[src/rtl/sdu_cmd_parser.sv]
// Serial debug unit command-line parser: assembles "<letter>[hex]\r" lines from
// UART bytes and hands the decoded command to the executor over valid/ready.
module sdu_cmd_parser #(
  parameter int unsigned MAX_DIGITS  = 8,
  parameter logic [31:0] TIMEOUT_CYC = 32'd50_000_000
) (
  input  logic        clk,
  input  logic        rstn,
  input  logic [7:0]  d_rx,
  input  logic        vld_rx,
  output logic        rdy_rx,
  output logic [7:0]  cmd,
  output logic [31:0] arg,
  output logic [3:0]  arg_cnt,
  output logic        cmd_vld,
  input  logic        cmd_rdy,
  output logic        err,
  output logic [1:0]  err_code
);

  typedef enum logic [1:0] {S_IDLE, S_ARG, S_DONE, S_SKIP} state_t;

  localparam logic [3:0] MAXD = 4'(MAX_DIGITS);

  state_t      state, state_nx;
  logic [7:0]  cmd_nx;
  logic [31:0] arg_nx;
  logic [3:0]  arg_cnt_nx;
  logic        err_nx;
  logic [1:0]  err_code_nx;
  logic [31:0] tcnt, tcnt_nx;

  logic       accept;
  logic       is_upper, is_lower, is_blank, is_hex_num, is_hex_alpha, is_hex;
  logic [3:0] nibble;

  assign rdy_rx  = (state != S_DONE);
  assign cmd_vld = (state == S_DONE);
  assign accept  = vld_rx & rdy_rx;

  assign is_upper     = (d_rx >= 8'h41) && (d_rx <= 8'h5A);
  assign is_lower     = (d_rx >= 8'h61) && (d_rx <= 8'h7A);
  assign is_blank     = (d_rx == 8'h20) || (d_rx == 8'h0A);
  assign is_hex_num   = (d_rx >= 8'h30) && (d_rx <= 8'h39);
  assign is_hex_alpha = ((d_rx >= 8'h41) && (d_rx <= 8'h46)) ||
                        ((d_rx >= 8'h61) && (d_rx <= 8'h66));
  assign is_hex       = is_hex_num | is_hex_alpha;
  // Letters A-F/a-f share the low nibble 1..6, so +9 yields 10..15.
  assign nibble       = is_hex_num ? d_rx[3:0] : d_rx[3:0] + 4'd9;

  always_comb begin
    state_nx    = state;
    cmd_nx      = cmd;
    arg_nx      = arg;
    arg_cnt_nx  = arg_cnt;
    err_nx      = 1'b0;
    err_code_nx = err_code;
    tcnt_nx     = tcnt;
    case (state)
      S_IDLE: begin
        tcnt_nx = '0;
        if (accept && !(is_blank || d_rx == 8'h0D)) begin
          if (is_upper || is_lower) begin
            cmd_nx     = is_lower ? d_rx - 8'h20 : d_rx;
            arg_nx     = '0;
            arg_cnt_nx = '0;
            state_nx   = S_ARG;
          end else begin
            err_nx      = 1'b1;
            err_code_nx = 2'd1;
            state_nx    = S_SKIP;
          end
        end
      end
      S_ARG, S_SKIP: begin
        if (accept) begin
          tcnt_nx = '0;
          if (state == S_SKIP) begin
            if (d_rx == 8'h0D) state_nx = S_IDLE;
          end else if (is_hex) begin
            if (arg_cnt < MAXD) begin
              arg_nx     = {arg[27:0], nibble};
              arg_cnt_nx = arg_cnt + 4'd1;
            end else begin
              err_nx      = 1'b1;
              err_code_nx = 2'd2;
              state_nx    = S_SKIP;
            end
          end else if (d_rx == 8'h08) begin
            if (arg_cnt != '0) begin
              arg_nx     = arg >> 4;
              arg_cnt_nx = arg_cnt - 4'd1;
            end else begin
              state_nx = S_IDLE;
            end
          end else if (d_rx == 8'h0D) begin
            state_nx = S_DONE;
          end else if (!is_blank) begin
            err_nx      = 1'b1;
            err_code_nx = 2'd3;
            state_nx    = S_SKIP;
          end
        end else if (tcnt == TIMEOUT_CYC - 32'd1) begin
          err_nx      = 1'b1;
          err_code_nx = 2'd0;
          state_nx    = S_IDLE;
          tcnt_nx     = '0;
        end else begin
          tcnt_nx = tcnt + 32'd1;
        end
      end
      S_DONE: begin
        tcnt_nx = '0;
        if (cmd_rdy) state_nx = S_IDLE;
      end
      default: state_nx = S_IDLE;
    endcase
  end

  always_ff @(posedge clk or negedge rstn) begin
    if (!rstn) begin
      state    <= S_IDLE;
      cmd      <= '0;
      arg      <= '0;
      arg_cnt  <= '0;
      err      <= 1'b0;
      err_code <= '0;
      tcnt     <= '0;
    end else begin
      state    <= state_nx;
      cmd      <= cmd_nx;
      arg      <= arg_nx;
      arg_cnt  <= arg_cnt_nx;
      err      <= err_nx;
      err_code <= err_code_nx;
      tcnt     <= tcnt_nx;
    end
  end

endmodule

[config.mk]
export PLATFORM = sky130hd
export DESIGN_NAME = sdu_cmd_parser
export DESIGN_NICKNAME = d
export VERILOG_FILES = /design/src/rtl/sdu_cmd_parser.sv
export SDC_FILE = /design/constraint.sdc
export NUM_CORES = 1
export LEC_CHECK = 0
export BUFFER_PORTS_ARGS = -buffer_cell sky130_fd_sc_hd__buf_2
export CORE_MARGIN = 1.5
export CORE_UTILIZATION = 57
export CTS_CLUSTER_SIZE = 30
export DETAILED_ROUTE_END_ITERATION = 8
export PLACE_DENSITY = 0.79
export SLEW_MARGIN = 20
export SYNTH_ARGS = -nofsm -noshare
export SYNTH_HDL_FRONTEND = slang
export SYNTH_SLANG_ARGS = --single-unit
[constraint.sdc]
create_clock -name clk -period 3 [get_ports clk]
set_clock_uncertainty 0.1 [all_clocks]
set_input_delay 0.3 -clock clk [delete_from_list [all_inputs] [get_ports clk]]
set_output_delay 0.3 -clock clk [all_outputs]
set_load 0.05 [all_outputs]
After elaboration in Yosys (flattened, before gate mapping)
Cells that the tools add are included. Widths: inputs -> output; s select.

Output and inout port bits: 49. Memories kept: 0. Memory bits (read-only): 0. Bits in registers: 81. Bits in writable memories: 0. Latch bits: 0.

Magnitude comparators: 9. Add/subtract/negate cells: 5. Mux-type cells: 57. Bitwise operators: 2. $mul: 0. Shift-type cells: 0. Divide/modulo/power cells: 0. Equality and inequality tests: 28. Reductions and logical operators: 20.

Operators by type and width (number): $mux 32 (10); $pmux 32 s2 (2); $mux 2 (21); $mux 4 (9); $add 32x1->32 const B (1); $eq 32x26->1 const B (1); $le 8x7->1 const B (4); $eq 8x4->1 const B (3); $ne 4x4->1 const B (5); $ge 8x7->1 const B (2); $ne 3x3->1 const B (5); $ne 2x2->1 const B (6); $ne 6x6->1 const B (2); $mux 1 (10); $reduce_and 9->1 (1); $eq 8x6->1 const B (1); $ge 8x6->1 const B (1); $le 8x6->1 const B (1); $mux 8 (1); $pmux 4 s2 (1); $reduce_and 8->1 (1); $sub 8x6->8 const B (1); $reduce_and 7->1 (1); $logic_and 1x1->1 (6); other kinds (20) (25).

Depth between registers and ports, before layout
Depth after elaboration: 9. Depth in mapped cells: 15. Mapped depth without buffers: 13.

Worst setup path after synthesis
No wires, ideal clock.

Path kind: input to register. From: input port d_rx[0]. To: register arg[12]. Path slack: -0.304 ns. Data arrival time: 3.079 ns. Stages: 13. Library setup time: 0.125 ns. Path buffers: 3. Cells stage by stage: inv_1 > ha_1 > nor4b_1 > a31oi_1 > o21ai_1 > nand3_1 > buf_2 > ha_1 > or3_1 > buf_2 > a22oi_4 > buf_12 > mux2_4.

Longest elaborated chain between the ends: 8.

Ends and longest elaborated chain: start: declaration (RTL line 9) `input logic [7:0] d_rx,`; $ge 8x7->1 (tied with other cells) (RTL line 41, 45); $logic_and 1x1->1 (on tied branches) (RTL line 45, 46); $logic_or 1x1->1 (RTL line 45) `assign is_hex_alpha = ((d_rx >= 8'h41) && (d_rx <= 8'h46)) ||`; $or 1x1->1 (RTL line 47) `assign is_hex = is_hex_num | is_hex_alpha;`; $mux 32 (RTL line 80) `end else if (is_hex) begin`; $mux 32 (RTL line 78) `if (state == S_SKIP) begin`; $mux 32 (RTL line 76) `if (accept) begin`; $pmux 32 s2 (RTL line 59) `case (state)`; end signal: assignment (RTL line 132) `arg <= arg_nx;`; end: declaration (RTL line 13) `output logic [31:0] arg,`.

Several ways; a longest one is shown, not always the timed one. The select of a mux whose other input is x is not followed. A chain may end at the register's enable or synchronous reset.

Worst setup path in the final report
From: input port d_rx[0]. To: register arg_cnt[3].

Longest elaborated chain between the ends: 8.

Ends and longest elaborated chain: $ge 8x7->1 (tied with other cells) (RTL line 41, 45); $logic_and 1x1->1 (on tied branches) (RTL line 45, 46); $logic_or 1x1->1 (RTL line 45); $or 1x1->1 (RTL line 47); $mux 4 (RTL line 80); $mux 4 (RTL line 78); $mux 4 (RTL line 76); $pmux 4 s2 (RTL line 59); end signal: assignment (RTL line 133) `arg_cnt <= arg_cnt_nx;`; end: declaration (RTL line 14) `output logic [3:0] arg_cnt,`.

Several ways; a longest one is shown, not always the timed one. The select of a mux whose other input is x is not followed.

==> key figures <==
Power
  – Combinational share of power: 0.386
  – P_int: 2060 uW
  – Worst IR Drop VDD: 535 uV
  – Seq pwr share: 0.382
  – Pwr Density: 653 nW/um^2
  – Sw Ratio: 0.422
  – Clk pwr share: 0.232
  – Leakage: 0.00243 uW
  – Sw power: 1510 uW

Route
  – Wire length on met1: 4.84 mm
  – Vias after detailed routing: 3880
  – DR pass1 iterations: 4
  – Routed vias/inst: 5.90
  – Remaining DRCs: 0
  – Routed WL per cell: 16.3 um
  – Final wirelength: 10.7 mm
  – Max layer used: met4
  – Met2 WL: 5.30 mm
  – DRT antenna net count: 0
  – Met3 wire len: 436 um
  – First DRT Iteration DRCs: 180

Setup path
  – Worst reg-to-reg setup slack: 0.58 ns
  – CP max FO: 7
  – Worst Setup End Kind: flip-flop
  – Worst Path Required: 3.17 ns
  – Critical path arrival: 2.81 ns
  – R2r startpoint: state[0]
  – R2R depth: 9
  – Crit start category: input pin
  – R2r endpoint: arg[6]
  – Critical path class: input pin to flip-flop

Synth
  – Async S/R FF share, synth: 1.00
  – Fraction of the mapped netlist area in adder cells: 0.0356
  – Combinational family with the most area after synthesis: simple AND/OR/NAND/NOR gates
  – Mux cell area share after synthesis: 0.136
  – Dominant cells by area after synthesis: dfrtp_1 42%, mux2_4 6.0%, nand2_1 5.0%
  – Yosys top cell area share: 0.425
  – Syn Inst Count: 484
  – Syn Nets: 509
  – Mean Syn Cell Area: 9.86 sq um
  – Yosys warning count: 0
  – EDFF count, synth: 0
  – Post-synthesis sequential area ratio: 0.425
  – Post-Syn Area: 4770 sq um
  – Synth Area in Simple Gates: 0.206
  – Synth area leader: dfrtp_1
  – Compound-gate portion of the synthesized area: 0.0988
  – Synth cell types: 60
  – Yosys reg bits: 81
  – XOR/XNOR share of the synthesized area: 0.0569
  – Dominant synthesized flop cell: dfrtp_1

Cells and area
  – Commonest cells after routing, fill and taps aside: 81 x dfrtp_1, 64 x nand2_1, 59 x buf_2
  – Area delta synth->final: 14.4%
  – Fillcell total: 692
  – ANT cells: 0
  – Reg area: 2030 sq um
  – Multi-input logic area: 2610 sq um
  – Layout Nets: 573
  – Share of cells above drive strength 1: 0.246
  – Most common cell after layout, fill and taps aside: dfrtp_1

Global routing
  – Via count of the first global-routing pass: 3722
  – Largest net degree at the start of global routing: 82
  – Grt ovf: 0
  – All-Layer GR Usage: 0.255
  – First-pass GRT wire length: 17.7 mm
  – Initial antenna violation count: 0

Timing
  – Tcrit/Tclk final: 0.879
  – Post-layout minimum cycle time: 2.64 ns
  – Tightest Pin Transition: 0.723 ns
  – Final Setup Violations: 0
  – Setup ws final: 0.363 ns
  – Relative slew margins: 0.518
  – Setup_tns: 0 ns
  – Final Max Slew Viols: 0
  – Hold Violations, Final: 0
  – RSZ-0062 raised after global routing: false
  – Fmax: 0.379 GHz

Clocking
  – Sink Count: 81
  – CTS Buf Count: 9
  – Clk_lat worst skew: 0.36 ns
  – Setup bufs post-CTS: 0
  – CTS tree: done
  – Clock root buffer: clkbuf_8
  – H-tree depth: 3
  – Clock transition at path regs: 0.08 ns
  – Max Root-Sink Buffers: 2

Status
  – Status: complete, no violations

Job
  – MaxCap Viol Count: 0

Placed design
  – PortBufs: 60
  – Placer Congestion: 0.913
  – Pre-CTS setup slack: 0.0169 ns
  – Detailed placement HPWL: 7.54 mm

Min path
  – WHS Endpoint: tcnt[6]
  – Hold Crit Start: vld_rx
  – Hold Crit Class: input pin to flip-flop
  – Min-Delay Path Depth: 2

Floorplan
  – IO Pins: 61
  – Die area: 8930 sq um
  – Initial core utilization: 0.584
  – Core Area: 8180 sq um
  – Die W: 94.5 um
  – Chip height: 94.5 um
  – Rows: 33
==> sequential cells by signal (all words and copies together) (netlist names) <==
register and count:
arg 32, tcnt 32, cmd 8, arg_cnt 4, err_code 2, state 2, err 1
==> Yosys cell counts, types with 3 or more instances <==
library cell,count
a21oi_1,7
a22o_1,5
a31oi_1,5
and2_1,6
and3_1,4
and4_1,7
buf_4,4
clkbuf_1,12
dfrtp_1,81
ha_1,12
inv_1,12
mux2_2,12
mux2_4,19
mux2i_1,23
nand2_1,64
nand3_1,25
nand4_1,9
nor2_1,52
nor3_1,7
nor3b_1,3
nor4_1,7
nor4b_1,3
o211ai_1,5
o21ai_0,15
o21ai_1,3
o31ai_1,5
o41ai_1,3
or3_1,5
xnor2_1,13
xor2_1,18
==> repair_timing <==
| item | CTS | global route |
|---|---|---|
| resized for setup | 0 | 0 |
| hold buffers | 0 | 1 |
| endpoints found under the hold margin | 0 | 81 |
==> per-stage QoR <==
step / hold slack [ns] / cells / instance area (sq um) / total power [uW] / utilization
floorplan: -0.0956 / 484 / 4840 / 2450 / -
global placement: 0.364 / 641 / 5240 / 2730 / 0.641
detailed placement: 0.375 / 641 / 5240 / 2760 / 0.641
CTS: 0.0437 / 657 / 5450 / 3580 / 0.667
global route: 0.0959 / 658 / 5460 / 3750 / 0.668
finish: 0.105 / 658 / 5460 / 3570 / 0.668
==> cell families after synthesis <==
family                     count (synthesis)
and+or+nand+nor                          203
muxes                                     54
xor gates and xnor gates                  31
buffers and inverters                     36
adders and majority gates                 13
DFF                                       81
AOI/OAI and AO/OA                         66
==> layout make-up <==
cell class | instances | area share
Clock inverter | 4 | 0.00939
Clock buffer | 12 | 0.0284
Inverter | 13 | 0.00893
Sequential cell | 81 | 0.371
Multi-Input combinational cell | 367 | 0.477
Timing Repair Buffer | 76 | 0.0808
Tap cell | 105 | 0.0240
==> layer usage <==
layer,global-route usage,up-vias
met5,0,-
met3,0.0636,15
met4,0.0672,0
li1,-,1859
met2,0.427,89
met1,0.331,1917
==> worst max-delay path: stages <==
cell	delay, ns
buf_2	0.18
inv_2	0.09
ha_4	0.18
nor3b_1	0.14
nor4b_1	0.46
nand2_1	0.16
nand3_2	0.14
inv_1	0.09
ha_1	0.29
a21o_1	0.16
a21oi_1	0.20
xor2_1	0.17
nand2_1	0.07
o211ai_1	0.18
==> how the worst max path moves through the flow <==
stage	from	end	slack, ns	cells after the start
floorplan	d_rx[1]	arg[12]	0.01	13
global placement	d_rx[0]	arg[5]	0.11	12
detailed placement	d_rx[0]	arg_cnt[3]	0.02	14
CTS	d_rx[0]	arg_cnt[3]	0.39	14
global route	d_rx[0]	arg_cnt[3]	0.1	14
finish	d_rx[0]	arg_cnt[3]	0.36	14
==> power groups by stage <==
| stage | sequential (uW) | clock [uW] | combinational [uW] |
|---|---|---|---|
| final | 1360 | 827 | 1380 |
| after global routing | 1380 | 892 | 1480 |
| after CTS | 1360 | 842 | 1380 |
| after detailed placement | 1380 | 0 | 1380 |
| after global placement | 1380 | 0 | 1350 |
| after floorplan | 1740 | 0 | 703 |
Note: power is estimated with default switching activity, not from simulation.
